File: src/rtl/snake_mover_if.sv
// Bundles the player-side control strobes and the body outputs of one snake_mover.
// The master side drives the strobes and the slave side (the mover) returns the body.
interface snake_mover_if #(
  parameter int MAX_LEN = 16,
  parameter int NUM_LEN = 10,
  parameter int LEN_W   = 4
);
  // start, tick, dir_valid and grow are single-cycle strobes sampled on the
  // rising clock edge; there is no backpressure, every strobe is consumed.
  logic                       start;
  logic                       tick;
  logic [1:0]                 dir;
  logic                       dir_valid;
  logic                       grow;
  logic                       stop;
  logic [MAX_LEN*NUM_LEN-1:0] snake;
  logic [LEN_W-1:0]           len;
  logic                       alive;
  logic                       moved;
  logic [1:0]                 state_dbg;

  modport master (
    output start, tick, dir, dir_valid, grow, stop,
    input  snake, len, alive, moved, state_dbg
  );

  modport slave (
    input  start, tick, dir, dir_valid, grow, stop,
    output snake, len, alive, moved, state_dbg
  );
endinterface

File: src/rtl/snake_mover.sv
// Advances one snake's packed body (head at segment 0) one cell per move tick.
// Define SNAKE_WALL_KILL_EN to kill the snake on a wrapping step instead of wrapping.
module snake_mover #(
  parameter int max_len         = 16,
  parameter int num_len         = 10,
  parameter int max_len_bit_len = 4,
  parameter int START_X         = 8,
  parameter int START_Y         = 8,
  parameter int INIT_LEN        = 3
) (
  input logic           clk,
  input logic           rst,
  snake_mover_if.slave  bus
);

  localparam int HALF    = num_len / 2;
  localparam int SNAKE_W = max_len * num_len;

  localparam logic [1:0] D_UP    = 2'd0;
  localparam logic [1:0] D_DOWN  = 2'd1;
  localparam logic [1:0] D_LEFT  = 2'd2;
  localparam logic [1:0] D_RIGHT = 2'd3;

  localparam logic [max_len_bit_len-1:0] GROW_LIMIT = max_len_bit_len'(max_len - 1);
  localparam logic [max_len_bit_len-1:0] LEN_INIT   = max_len_bit_len'(INIT_LEN);

`ifdef SNAKE_WALL_KILL_EN
  localparam bit WALL_KILL = 1'b1;
`else
  localparam bit WALL_KILL = 1'b0;
`endif

  typedef enum logic [1:0] {
    IDLE = 2'd0,
    RUN  = 2'd1,
    DEAD = 2'd2
  } state_t;

  function automatic logic [SNAKE_W-1:0] reset_layout();
    logic [SNAKE_W-1:0] v;
    v = '0;
    for (int i = 0; i < max_len; i++) begin
      if (i < INIT_LEN) begin
        v[i*num_len +: num_len] = {HALF'(START_Y), HALF'(START_X - i)};
      end
    end
    return v;
  endfunction

  state_t                     state_q, state_d;
  logic [SNAKE_W-1:0]         snake_q, snake_d;
  logic [max_len_bit_len-1:0] len_q, len_d;
  logic [1:0]                 cur_dir_q, cur_dir_d;
  logic [1:0]                 pend_dir_q, pend_dir_d;
  logic                       grow_q, grow_d;
  logic                       moved_q, moved_d;

  logic [HALF-1:0]            head_x, head_y, nx, ny;
  logic [1:0]                 eff_dir;
  logic                       rev_req, wrap, kill, grow_ok;
  logic [max_len_bit_len-1:0] new_len;
  logic [SNAKE_W-1:0]         shifted, stepped;

  // Candidate step, computed every cycle; the FSM decides whether it commits.
  always_comb begin
    head_x  = snake_q[HALF-1:0];
    head_y  = snake_q[num_len-1:HALF];
    rev_req = (bus.dir == (cur_dir_q ^ 2'b01));
    eff_dir = (bus.dir_valid && !rev_req) ? bus.dir : pend_dir_q;
    nx      = head_x;
    ny      = head_y;
    wrap    = 1'b0;
    case (eff_dir)
      D_UP: begin
        ny   = head_y - HALF'(1);
        wrap = (head_y == '0);
      end
      D_DOWN: begin
        ny   = head_y + HALF'(1);
        wrap = &head_y;
      end
      D_LEFT: begin
        nx   = head_x - HALF'(1);
        wrap = (head_x == '0);
      end
      default: begin
        nx   = head_x + HALF'(1);
        wrap = &head_x;
      end
    endcase
    kill    = WALL_KILL && wrap;
    shifted = {snake_q[SNAKE_W-num_len-1:0], ny, nx};
    grow_ok = (grow_q || bus.grow) && (len_q < GROW_LIMIT);
    new_len = grow_ok ? len_q + max_len_bit_len'(1) : len_q;
    stepped = shifted;
    // The old tail slides to index len on a non-growing step and is cleared here.
    for (int i = 0; i < max_len; i++) begin
      if (i >= int'(new_len)) begin
        stepped[i*num_len +: num_len] = '0;
      end
    end
  end

  always_comb begin
    state_d    = state_q;
    snake_d    = snake_q;
    len_d      = len_q;
    cur_dir_d  = cur_dir_q;
    pend_dir_d = pend_dir_q;
    grow_d     = grow_q;
    moved_d    = 1'b0;
    case (state_q)
      IDLE: begin
        if (bus.start) state_d = RUN;
      end
      RUN: begin
        if (bus.stop) begin
          state_d = DEAD;
        end else begin
          if (bus.dir_valid && !rev_req) pend_dir_d = bus.dir;
          if (bus.grow) grow_d = 1'b1;
          if (bus.tick) begin
            if (kill) begin
              state_d = DEAD;
            end else begin
              snake_d    = stepped;
              len_d      = new_len;
              cur_dir_d  = eff_dir;
              pend_dir_d = eff_dir;
              grow_d     = 1'b0;
              moved_d    = 1'b1;
            end
          end
        end
      end
      DEAD: begin
        if (bus.start) begin
          state_d    = RUN;
          snake_d    = reset_layout();
          len_d      = LEN_INIT;
          cur_dir_d  = D_RIGHT;
          pend_dir_d = D_RIGHT;
          grow_d     = 1'b0;
        end
      end
      default: state_d = IDLE;
    endcase
  end

  always_ff @(posedge clk or posedge rst) begin
    if (rst) state_q <= IDLE;
    else     state_q <= state_d;
  end

  always_ff @(posedge clk or posedge rst) begin
    if (rst) begin
      snake_q    <= reset_layout();
      len_q      <= LEN_INIT;
      cur_dir_q  <= D_RIGHT;
      pend_dir_q <= D_RIGHT;
      grow_q     <= 1'b0;
      moved_q    <= 1'b0;
    end else begin
      snake_q    <= snake_d;
      len_q      <= len_d;
      cur_dir_q  <= cur_dir_d;
      pend_dir_q <= pend_dir_d;
      grow_q     <= grow_d;
      moved_q    <= moved_d;
    end
  end

  assign bus.snake     = snake_q;
  assign bus.len       = len_q;
  assign bus.alive     = (state_q == RUN);
  assign bus.moved     = moved_q;
  assign bus.state_dbg = state_q;

endmodule

File: src/flat_wrapper.sv
// flat-port wrapper written by rule: the top's interface ports become plain ports
module snake_mover_flat 
#(
  parameter int max_len         = 16,
  parameter int num_len         = 10,
  parameter int max_len_bit_len = 4,
  parameter int START_X         = 8,
  parameter int START_Y         = 8,
  parameter int INIT_LEN        = 3
)
  (clk, rst, bus_start, bus_tick, bus_dir, bus_dir_valid, bus_grow, bus_stop, bus_snake, bus_len, bus_alive, bus_moved, bus_state_dbg);
  snake_mover_if #(.MAX_LEN((16)), .NUM_LEN((10)), .LEN_W((4))) bus_i ();
  input logic clk;
  input logic rst;
  input wire logic [$bits(bus_i.start)-1:0] bus_start;
  input wire logic [$bits(bus_i.tick)-1:0] bus_tick;
  input wire logic [$bits(bus_i.dir)-1:0] bus_dir;
  input wire logic [$bits(bus_i.dir_valid)-1:0] bus_dir_valid;
  input wire logic [$bits(bus_i.grow)-1:0] bus_grow;
  input wire logic [$bits(bus_i.stop)-1:0] bus_stop;
  output wire logic [$bits(bus_i.snake)-1:0] bus_snake;
  output wire logic [$bits(bus_i.len)-1:0] bus_len;
  output wire logic [$bits(bus_i.alive)-1:0] bus_alive;
  output wire logic [$bits(bus_i.moved)-1:0] bus_moved;
  output wire logic [$bits(bus_i.state_dbg)-1:0] bus_state_dbg;
  assign bus_i.start = bus_start;
  assign bus_i.tick = bus_tick;
  assign bus_i.dir = bus_dir;
  assign bus_i.dir_valid = bus_dir_valid;
  assign bus_i.grow = bus_grow;
  assign bus_i.stop = bus_stop;
  assign bus_snake = bus_i.snake;
  assign bus_len = bus_i.len;
  assign bus_alive = bus_i.alive;
  assign bus_moved = bus_i.moved;
  assign bus_state_dbg = bus_i.state_dbg;
  snake_mover #(.max_len(max_len), .num_len(num_len), .max_len_bit_len(max_len_bit_len), .START_X(START_X), .START_Y(START_Y), .INIT_LEN(INIT_LEN)) u_core (.clk(clk), .rst(rst), .bus(bus_i));
endmodule
File: config.mk
export PLATFORM = sky130hd
export DESIGN_NAME = snake_mover_flat
export DESIGN_NICKNAME = d
export VERILOG_FILES = /design/src/rtl/snake_mover_if.sv /design/src/rtl/snake_mover.sv /design/src/flat_wrapper.sv
export SDC_FILE = /design/constraint.sdc
export NUM_CORES = 1
export LEC_CHECK = 0
export CAP_MARGIN = 5
export CORE_ASPECT_RATIO = 1.2
export CORE_UTILIZATION = 48
export CTS_CLUSTER_SIZE = 20
export DETAILED_ROUTE_END_ITERATION = 7
export PLACE_DENSITY_LB_ADDON = 0.2
export SYNTH_ARGS = -nofsm -noshare
export SYNTH_HDL_FRONTEND = slang
export SYNTH_SLANG_ARGS = --single-unit
File: constraint.sdc
create_clock -name clk -period 7 [get_ports clk]
set_input_delay 1.75 -clock clk [delete_from_list [all_inputs] [get_ports clk]]
set_output_delay 1.75 -clock clk [all_outputs]
set_load 0.005 [all_outputs]
# After elaboration in Yosys (flattened, before gate mapping)
# Index checks and enable logic that the tools add are counted.
[totals]
ff_bits = 172
input_bits = 9
out_inout_bits = 168
elab_cells = 103
[classes]
n_reduce_logical = 15
bitwise = 1
n_mux = 44
eq_ne = 13
order_cmp = 16
n_addsub = 5
[ops]
columns = ["op", "count"]
rows = [
  ["160-bit two-way mux", 3],
  ["160-bit one-hot mux with 2 select lines", 1],
  ["10-bit two-way mux", 15],
  ["4-bit >= comparator (first input constant)", 7],
  ["5-bit one-hot mux with 2 select lines", 2],
  ["3-bit by 4-bit >= comparator with 1-bit output (first input constant)", 4],
  ["4-bit two-way mux", 4],
  ["2-bit two-way mux", 7],
  ["2-bit one-hot mux with 2 select lines", 3],
  ["5-bit by 1-bit adder with 5-bit output (second input constant)", 2],
  ["5-bit AND reduction", 2],
  ["5-bit by 1-bit subtractor with 5-bit output (second input constant)", 2],
  ["1-bit by 4-bit >= comparator with 1-bit output (first input constant)", 2],
  ["2-bit by 4-bit >= comparator with 1-bit output (first input constant)", 2],
  ["2-bit != test (second input constant)", 4],
  ["4-bit one-hot mux with 2 select lines", 1],
  ["4-bit AND reduction", 2],
  ["1-bit two-way mux", 7],
  ["4-bit by 1-bit adder with 4-bit output (second input constant)", 1],
  ["2-bit by 1-bit == test with 1-bit output (second input constant)", 2],
  ["2-bit == test (second input constant)", 2],
  ["2-bit zero test", 2],
  ["4-bit < comparator (second input constant)", 1],
  ["4-bit by 1-bit != test with 1-bit output (second input constant)", 1],
  ["13 further kinds", 15],
]

# Logic depth before layout (Yosys ltp)
# Gate-level depths: netlist (run 1).
[logic_depth]
depth_word = 12
mapped_depth = 12
depth_no_buf = 12

# Worst setup path before layout (run 1)
# Ideal clock, no wire load.
[synth_timing]
path_kind = "input port to flip-flop"
startpoint = "in bus_dir[1]"
endpoint = "reg u_core.snake_q[9], in the netlist u_core.bus.snake[9]"
path_slack_ns = 3.033
setup_ns = 0.125
t_required_ns = 6.875
n_path_buf = 0
path_stages = 10
t_arrival_ns = 3.842
path_cell_list = "xnor2_1 > a21oi_1 > a211oi_1 > nand2_1 > ha_1 > a21o_1 > a21oi_1 > or3_4 > a31o_1 > mux2_4"
[synth_via]
elab_chain_cells = 10
elab_cells_between_ends = 13
classes_between = "eq/ne: 3; mux: 6; reduce/logical: 4"
[synth_rtl]
columns = ["element", "line", "text"]
rows = [
  ["start: declaration", "flat_wrapper.sv:17", "input wire logic [$bits(bus_i.dir)-1:0] bus_dir;"],
  ["2-bit == test", "snake_mover.sv:68", "rev_req = (bus.dir == (cur_dir_q ^ 2'b01));"],
  ["1-bit zero test", "snake_mover.sv:69", "eff_dir = (bus.dir_valid && !rev_req) ? bus.dir : pend_dir_q;"],
  ["1-bit logical AND", "snake_mover.sv:69", ""],
  ["2-bit two-way mux *", "snake_mover.sv:69", ""],
  ["2-bit by 1-bit == test with 1-bit output / 2-bit zero test (equally long branches)", "snake_mover.sv:73", "case (eff_dir)"],
  ["5-bit one-hot mux with 2 select lines", "snake_mover.sv:73", ""],
  ["10-bit two-way mux", "snake_mover.sv:98", "if (i >= int'(new_len)) begin"],
  ["160-bit two-way mux", "snake_mover.sv:122", "if (bus.tick) begin"],
  ["160-bit two-way mux", "snake_mover.sv:117", "if (bus.stop) begin"],
  ["160-bit one-hot mux with 2 select lines", "snake_mover.sv:112", "case (state_q)"],
  ["end signal: assignment", "snake_mover.sv:157", "snake_q <= reset_layout();"],
  ["end signal: assignment", "snake_mover.sv:164", "snake_q <= snake_d;"],
  ["end: declaration", "snake_mover.sv:51", "logic [SNAKE_W-1:0] snake_q, snake_d;"],
]
# Mark *: on every way between the ends. The rest lies on a longest branch, timed or not. The select of a mux whose other input is x is not followed.
# A chain may end at the register's enable or synchronous reset.

# Worst setup path in the final report (run 1)
# Same ends and word-level chain as after synthesis.

==> results of run 1 <==
==> routing by layer <==
| metal | GRT usage | routed length (um) | up-vias |
|---|---|---|---|
| met5 | 0 | 0 | - |
| met4 | 0.103 | 408 | 0 |
| met3 | 0.0719 | 1300 | 27 |
| met2 | 0.413 | 8500 | 214 |
| met1 | 0.310 | 6730 | 2593 |
| li1 | - | - | 2311 |
==> area by class of cell <==
type / count / area, um2 / area share
Inverter: 11 / 46.3 / 0.00520
Tap cell: 168 / 210 / 0.0236
Clock inverter: 10 / 75.1 / 0.00843
Timing Repair Buffer: 169 / 1680 / 0.189
Sequential cell: 162 / 4070 / 0.457
Clock buffer: 22 / 484 / 0.0544
Multi-Input combinational cell: 327 / 2330 / 0.262
==> worst min-delay path by stage <==
stage	from	end	cells past startpoint
6_report	u_core.bus.snake[144]	u_core.bus.snake[144]	1
5_1_grt	u_core.bus.snake[140]	u_core.bus.snake[140]	1
3_3_place_gp	u_core.bus.snake[141]	u_core.bus.snake[141]	1
3_5_place_dp	u_core.bus.snake[144]	u_core.bus.snake[144]	1
4_1_cts	u_core.bus.snake[144]	u_core.bus.snake[144]	1
2_1_floorplan	u_core.bus.snake[8]	u_core.bus.snake[8]	2
==> stage by stage <==
step                utilization  instances  setup WS, ns  area, um2
finish                    0.667        869          2.59       8900
global route              0.667        869          2.30       8900
CTS                       0.667        869          2.64       8900
detailed placement        0.625        837          2.24       8340
global placement          0.625        837          2.41       8340
floorplan                     -        541         0.898       6640
==> registers in the layout (all words and copies together), names as in the netlist <==
register and count:
u_core.bus.len 4, u_core.cur_dir_q 2, u_core.grow_q 1, u_core.bus.moved 1, u_core.bus.state_dbg 2, u_core.bus.snake 150, u_core.pend_dir_q 2
==> power breakdown <==
part | internal [mW] | leakage [nW] | switching, mW | total, mW
Clock | 0.493 | 0.265 | 0.371 | 0.864
Sequential | 1.06 | 2.20 | 0.135 | 1.19
Combinational | 0.343 | 1.52 | 0.422 | 0.765
==> cells in the final DEF, fill, tap and decap left out, types with 5 or more instances in the layout <==
master and n:
dfstp_2 15, clkbuf_16 17, dfrtp_1 147, and2_1 5, a22o_1 132, ha_1 5
nand3_1 6, nor3_1 5, nand2b_1 5, clkdlybuf4s50_1 166, nor2_1 31, o21ai_0 15
conb_1 10, a21oi_1 21, inv_1 10, nand2_1 26
==> cell families (layout without fill, tap and decap cells) <==
kind of cell    count (synthesis)  count (layout)  share of synthesized area
xor+xnor                        5               5                    0.00663
flops                         162             162                      0.616
simple gates                   98              98                     0.0729
fa+ha+maj                       6               6                     0.0125
other cells                     1              10                   0.000568
compound gates                203             203                      0.245
buf+inv                        52             212                     0.0377
mux                             5               5                    0.00871
==> impl_metrics.csv, run 1 <==
group,metric,value,unit
flow_run,cap_violations,0,
critical_path,crit_type,"primary input to register",
power_and_ir_drop,power,2.82,mW
clock_network,insertion_delay,0.42,ns
clock_network,root_buffer,"clkbuf_16",
critical_path,rr_worst_depth,7,
finish,layout.nets,703,
finish,n_antenna_cell,0,
place,gp_congestion,0.844,
die,die_x,109,um
grt,grt_pass1_vias,5214,
synthesis,synth-seq-cells,162,
routing,post_drt_wl_per_cell,19.5,um
synthesis,synth_cell_type_count,59,
critical_path,cp_num_buf_inv,1,
critical_path,worstSetupEndpointType,"register",
critical_path,slowest_delay,0.47,ns
synthesis,synth_area_leader_cell,"dfrtp_1",
timing,skew,0.0150,ns
timing,worst_slew_pin_slew,1.02,ns
critical_path,path_common_cell,"a21oi_1",
clock_network,holdBufCountCts,0,
critical_path,r2r-start,"u_core.bus.state_dbg[1]",
timing,slew_violations,0,
power_and_ir_drop,leakagePower,3.98,nW
finish,drive_gt1_frac,0.0870,
critical_path,crit_start,"bus_dir[1]",
worst_hold_path,hp-class,"register to register",
place,io_buffers,166,
clock_network,post_cts_resized,0,
routing,drt_pass1_iterations,5,
run_status,status,"finished, final reports clean",
timing,rsz0062_at_grt,"false",
critical_path,critical_path_required,7.31,ns
synthesis,synthArstFlopShare,1.00,
synthesis,syn_area,0.00661,mm2
critical_path,slowest_stage,"clkdlybuf4s50_1",
synthesis,synth-main-ff-cell,"dfrtp_1",
clock_network,cts_tree,"built",
critical_path,critical_path.cell_chain,"clkdlybuf4s50_1, xnor2_1, a21oi_1, a211oi_1, nand2_1, ha_1, a21o_1, a21oi_1, or3_4, a31o_1, mux2_4",
critical_path,r2r-end,"u_core.bus.snake[100]",
power_and_ir_drop,vdd_drop_max,210,uV
grt,grt_usage,0.251,
grt,grt_overflow_total,0,
synthesis,yosys_warnings,0,
finish,area_growth,34.7,%
finish,n_fill_cell,1035,
timing,hold_violations,0,
timing,slew_headroom,0.320,
grt,grt_start_max_net_pins,114,
timing,fin_crit,4.41,ns
routing,first_iter_violations,327,
critical_path,ff2ff_setup_slack,3.76,ns
synthesis,synth_area_leaders,"dfrtp_1 (56%), a22o_1 (17%), dfstp_2 (6.0%), nor2_1 (1.8%), a21oi_1 (1.6%)",
synthesis,yosysTopAreaCellShare,0.557,
die,num_rows,46,
die,boundaryPins,177,
synthesis,synth-edff-count,0,
clock_network,cts_buffers,17,
timing,fin_setup_tns,0,ns
die,design.core.area,0.0134,mm2
clock_network,cts.sinks,162,
die,dieHeight,131,um
die,die_area,0.0142,mm2
critical_path,worst_ep_arrival_time,4.72,ns
clock_network,clkTransAtPathRegs,0.06,ns
synthesis,avgSynthCellArea,12.4,um2
critical_path,cp.depth,11,
timing,hold_ws,0.502,ns
critical_path,start_kind,"primary input",
synthesis,synth_cells,532,
routing,num_vias,5145,
synthesis,synth_common_cells,"dfrtp_1 (147), a22o_1 (132), nor2_1 (31)",
routing,routed_wirelength,16900,um
routing,avgViaCountPerCell,5.92,
critical_path,critPathMaxFanout,4,
critical_path,worstSetupEndpoint,"u_core.bus.snake[9]",
routing,drc,0,
timing,finalCritPeriodShare,0.630,
routing,postRouteAntennaNets,0,
grt,antenna_found_initial,0,
critical_path,critical_path.top_delay_family,"compound AO/OA/AOI/OAI gates",
place,dpl.hpwl,11900,um
clock_network,htree_levels,4,
power_and_ir_drop,power.density,317,mW/mm2
die,start_util,0.495,
clock_network,clock_path_buffers,2,
synthesis,synth.most_common_cell,"dfrtp_1",
timing,setup_viol,0,
synthesis,seq_area_frac_synth,0.616,
clock_network,cts_setup_buffers,0,
timing,fmax,227,MHz
grt,grt_pass1_wl,27400,um
Power figures use the tool's default switching activity.
==> inputs of run 2 (changes only) <==
Settings changed: CORE_UTILIZATION 48 to 44.
Clock period 7 ns to 3.7 ns, I/O delays scaled along.
==> run 2 against run 1 <==
Compared with the run above: first-iteration DRC count is 4.9% higher; sequential share of layout area is 0.82 points lower; critical path depth stayed put; critical path type unchanged; die area is 8.9% higher; routed wire length hardly changed; via count is 1.8% lower; largest power group unchanged; total power is 94% higher; register-to-register slack worse by 2.9 ns; sequential power is 89% higher; count of clock-buffer cells in the layout is 2 lower; final area is 1.8% higher; clock skew is 0.0087 ns lower.
==> impl_metrics.csv, run 2 (same netlist as run 1, synthesis figures left out) <==
group,metric,value,unit
run_status,status,"finished, final reports clean",
clock_network,cts_setup_buffers,0,
flow_run,cap_violations,0,
routing,drt_pass1_iterations,4,
critical_path,path_common_cell,"a21oi_1",
die,dieHeight,136,um
finish,final_cell_mix,"clkdlybuf4s50_1 (166), dfrtp_1 (147), a22o_1 (132)",
critical_path,cp_num_buf_inv,1,
finish,n_antenna_cell,0,
timing,fin_setup_tns,0,ns
power_and_ir_drop,vdd_drop_max,407,uV
timing,fmax,296,MHz
clock_network,clock_path_buffers,2,
critical_path,cp.depth,11,
power_and_ir_drop,power.density,606,mW/mm2
finish,area_growth,37.2,%
worst_hold_path,hold_end,"u_core.bus.snake[141]",
critical_path,start_kind,"primary input",
finish,instances_no_fill,911,
grt,grt_usage,0.227,
die,start_util,0.455,
die,num_rows,48,
routing,drc,0,
worst_hold_path,hp-class,"register to register",
clock_network,holdBufCountCts,0,
grt,grt_start_max_net_pins,115,
finish,largest_register_ffs,150,
routing,avgViaCountPerCell,5.55,
die,boundaryPins,177,
critical_path,r2r-start,"u_core.cur_dir_q[1]",
critical_path,rr_worst_depth,10,
critical_path,critPathMaxFanout,4,
critical_path,critical_path_required,4.01,ns
critical_path,crit_type,"primary input to register",
clock_network,clkTransAtPathRegs,0.06,ns
timing,slew_violations,0,
timing,worst_slew_pin_slew,0.968,ns
grt,grt_pass1_wl,26800,um
finish,multi_input_area,0.00233,mm2
finish,n_fill_cell,1232,
finish,utilization,0.624,
place,dpl.hpwl,12100,um
place,place_inst,879,
critical_path,slowest_delay,0.46,ns
timing,hold_violations,0,
grt,grt_pass1_vias,5070,
critical_path,r2r-end,"u_core.bus.snake[9]",
clock_network,cts.sinks,162,
timing,finalCritPeriodShare,0.913,
die,die_area,0.0155,mm2
routing,post_drt_wl_per_cell,18.6,um
worst_hold_path,holdPathStages,1,
routing,num_vias,5052,
routing,routed_wirelength,16900,um
timing,slew_headroom,0.354,
timing,worst_slack,0.320,ns
timing,setup_viol,0,
timing,skew,0.00631,ns
critical_path,worstSetupEndpointType,"register",
timing,rsz0062_at_grt,"false",
die,design.core.area,0.0145,mm2
place,io_buffers,166,
clock_network,insertion_delay,0.42,ns
place,pre_cts_ws,-0.0716,ns
place,placed_area,0.00847,mm2
timing,hold_ws,0.502,ns
die,die_x,114,um
place,gp_congestion,0.822,
routing,first_iter_violations,343,
power_and_ir_drop,leakagePower,4.06,nW
routing,postRouteAntennaNets,0,
grt,antenna_found_initial,0,
finish,layout.nets,713,
power_and_ir_drop,power,5.49,mW
clock_network,post_cts_resized,0,
timing,fin_crit,3.38,ns
clock_network,root_buffer,"clkbuf_16",
finish,drive_gt1_frac,0.101,
finish,seq_area,0.00407,mm2
grt,grt_overflow_total,0,
finish,fin_area,0.00907,mm2
critical_path,ff2ff_setup_slack,0.81,ns
critical_path,slowest_stage,"clkdlybuf4s50_1",
finish,final_common_cell,"clkdlybuf4s50_1",
clock_network,cts_tree,"built",
critical_path,critical_path.top_delay_family,"compound AO/OA/AOI/OAI gates",
critical_path,critical_path.cell_chain,"clkdlybuf4s50_1, xnor2_1, a21oi_1, a211oi_1, nand2_1, ha_1, a21o_1, a21oi_1, or3_4, a31o_1, mux2_4",
critical_path,worst_ep_arrival_time,3.69,ns
clock_network,cts_buffers,17,
worst_hold_path,min_from,"u_core.bus.snake[141]",
clock_network,htree_levels,4,
run 2: cell type report:
type / count / area share
Clock buffer: 20 / 0.0515
Clock inverter: 12 / 0.0142
Inverter: 11 / 0.00497
Multi-Input combinational cell: 327 / 0.257
Sequential cell: 162 / 0.449
Tap cell: 200 / 0.0276
Timing Repair Buffer: 179 / 0.195
run 2: worst reg2reg max path, stage by stage, from the launching register on:
cell      delay, ns
dfstp_2        0.57
xnor2_1        0.18
a21oi_1        0.15
a211oi_1       0.28
nand2_1        0.20
ha_1           0.38
a21o_1         0.14
a21oi_1        0.07
or3_4          0.33
a31o_1         0.23
mux2_4         0.25
run 2: power by group:
group | switching, mW | leakage, nW | total [mW] | internal (mW)
logic | 0.798 | 1.57 | 1.48 | 0.687
registers | 0.250 | 2.20 | 2.25 | 2.00
clock network | 0.704 | 0.289 | 1.75 | 1.05
run 2: worst max path at each step:
stage                     endpoint       start
2_1_floorplan  u_core.bus.snake[9]  bus_dir[1]
3_3_place_gp   u_core.bus.snake[9]  bus_dir[1]
3_5_place_dp   u_core.bus.snake[9]  bus_dir[1]
4_1_cts        u_core.bus.snake[9]  bus_dir[1]
5_1_grt        u_core.bus.snake[9]  bus_dir[1]
6_report       u_core.bus.snake[9]  bus_dir[1]
run 2: per-layer routing:
metal / wire (um) / track usage
met5: 0 / 0
met4: 271 / 0.0895
met3: 1260 / 0.0709
met2: 8510 / 0.376
met1: 6890 / 0.278
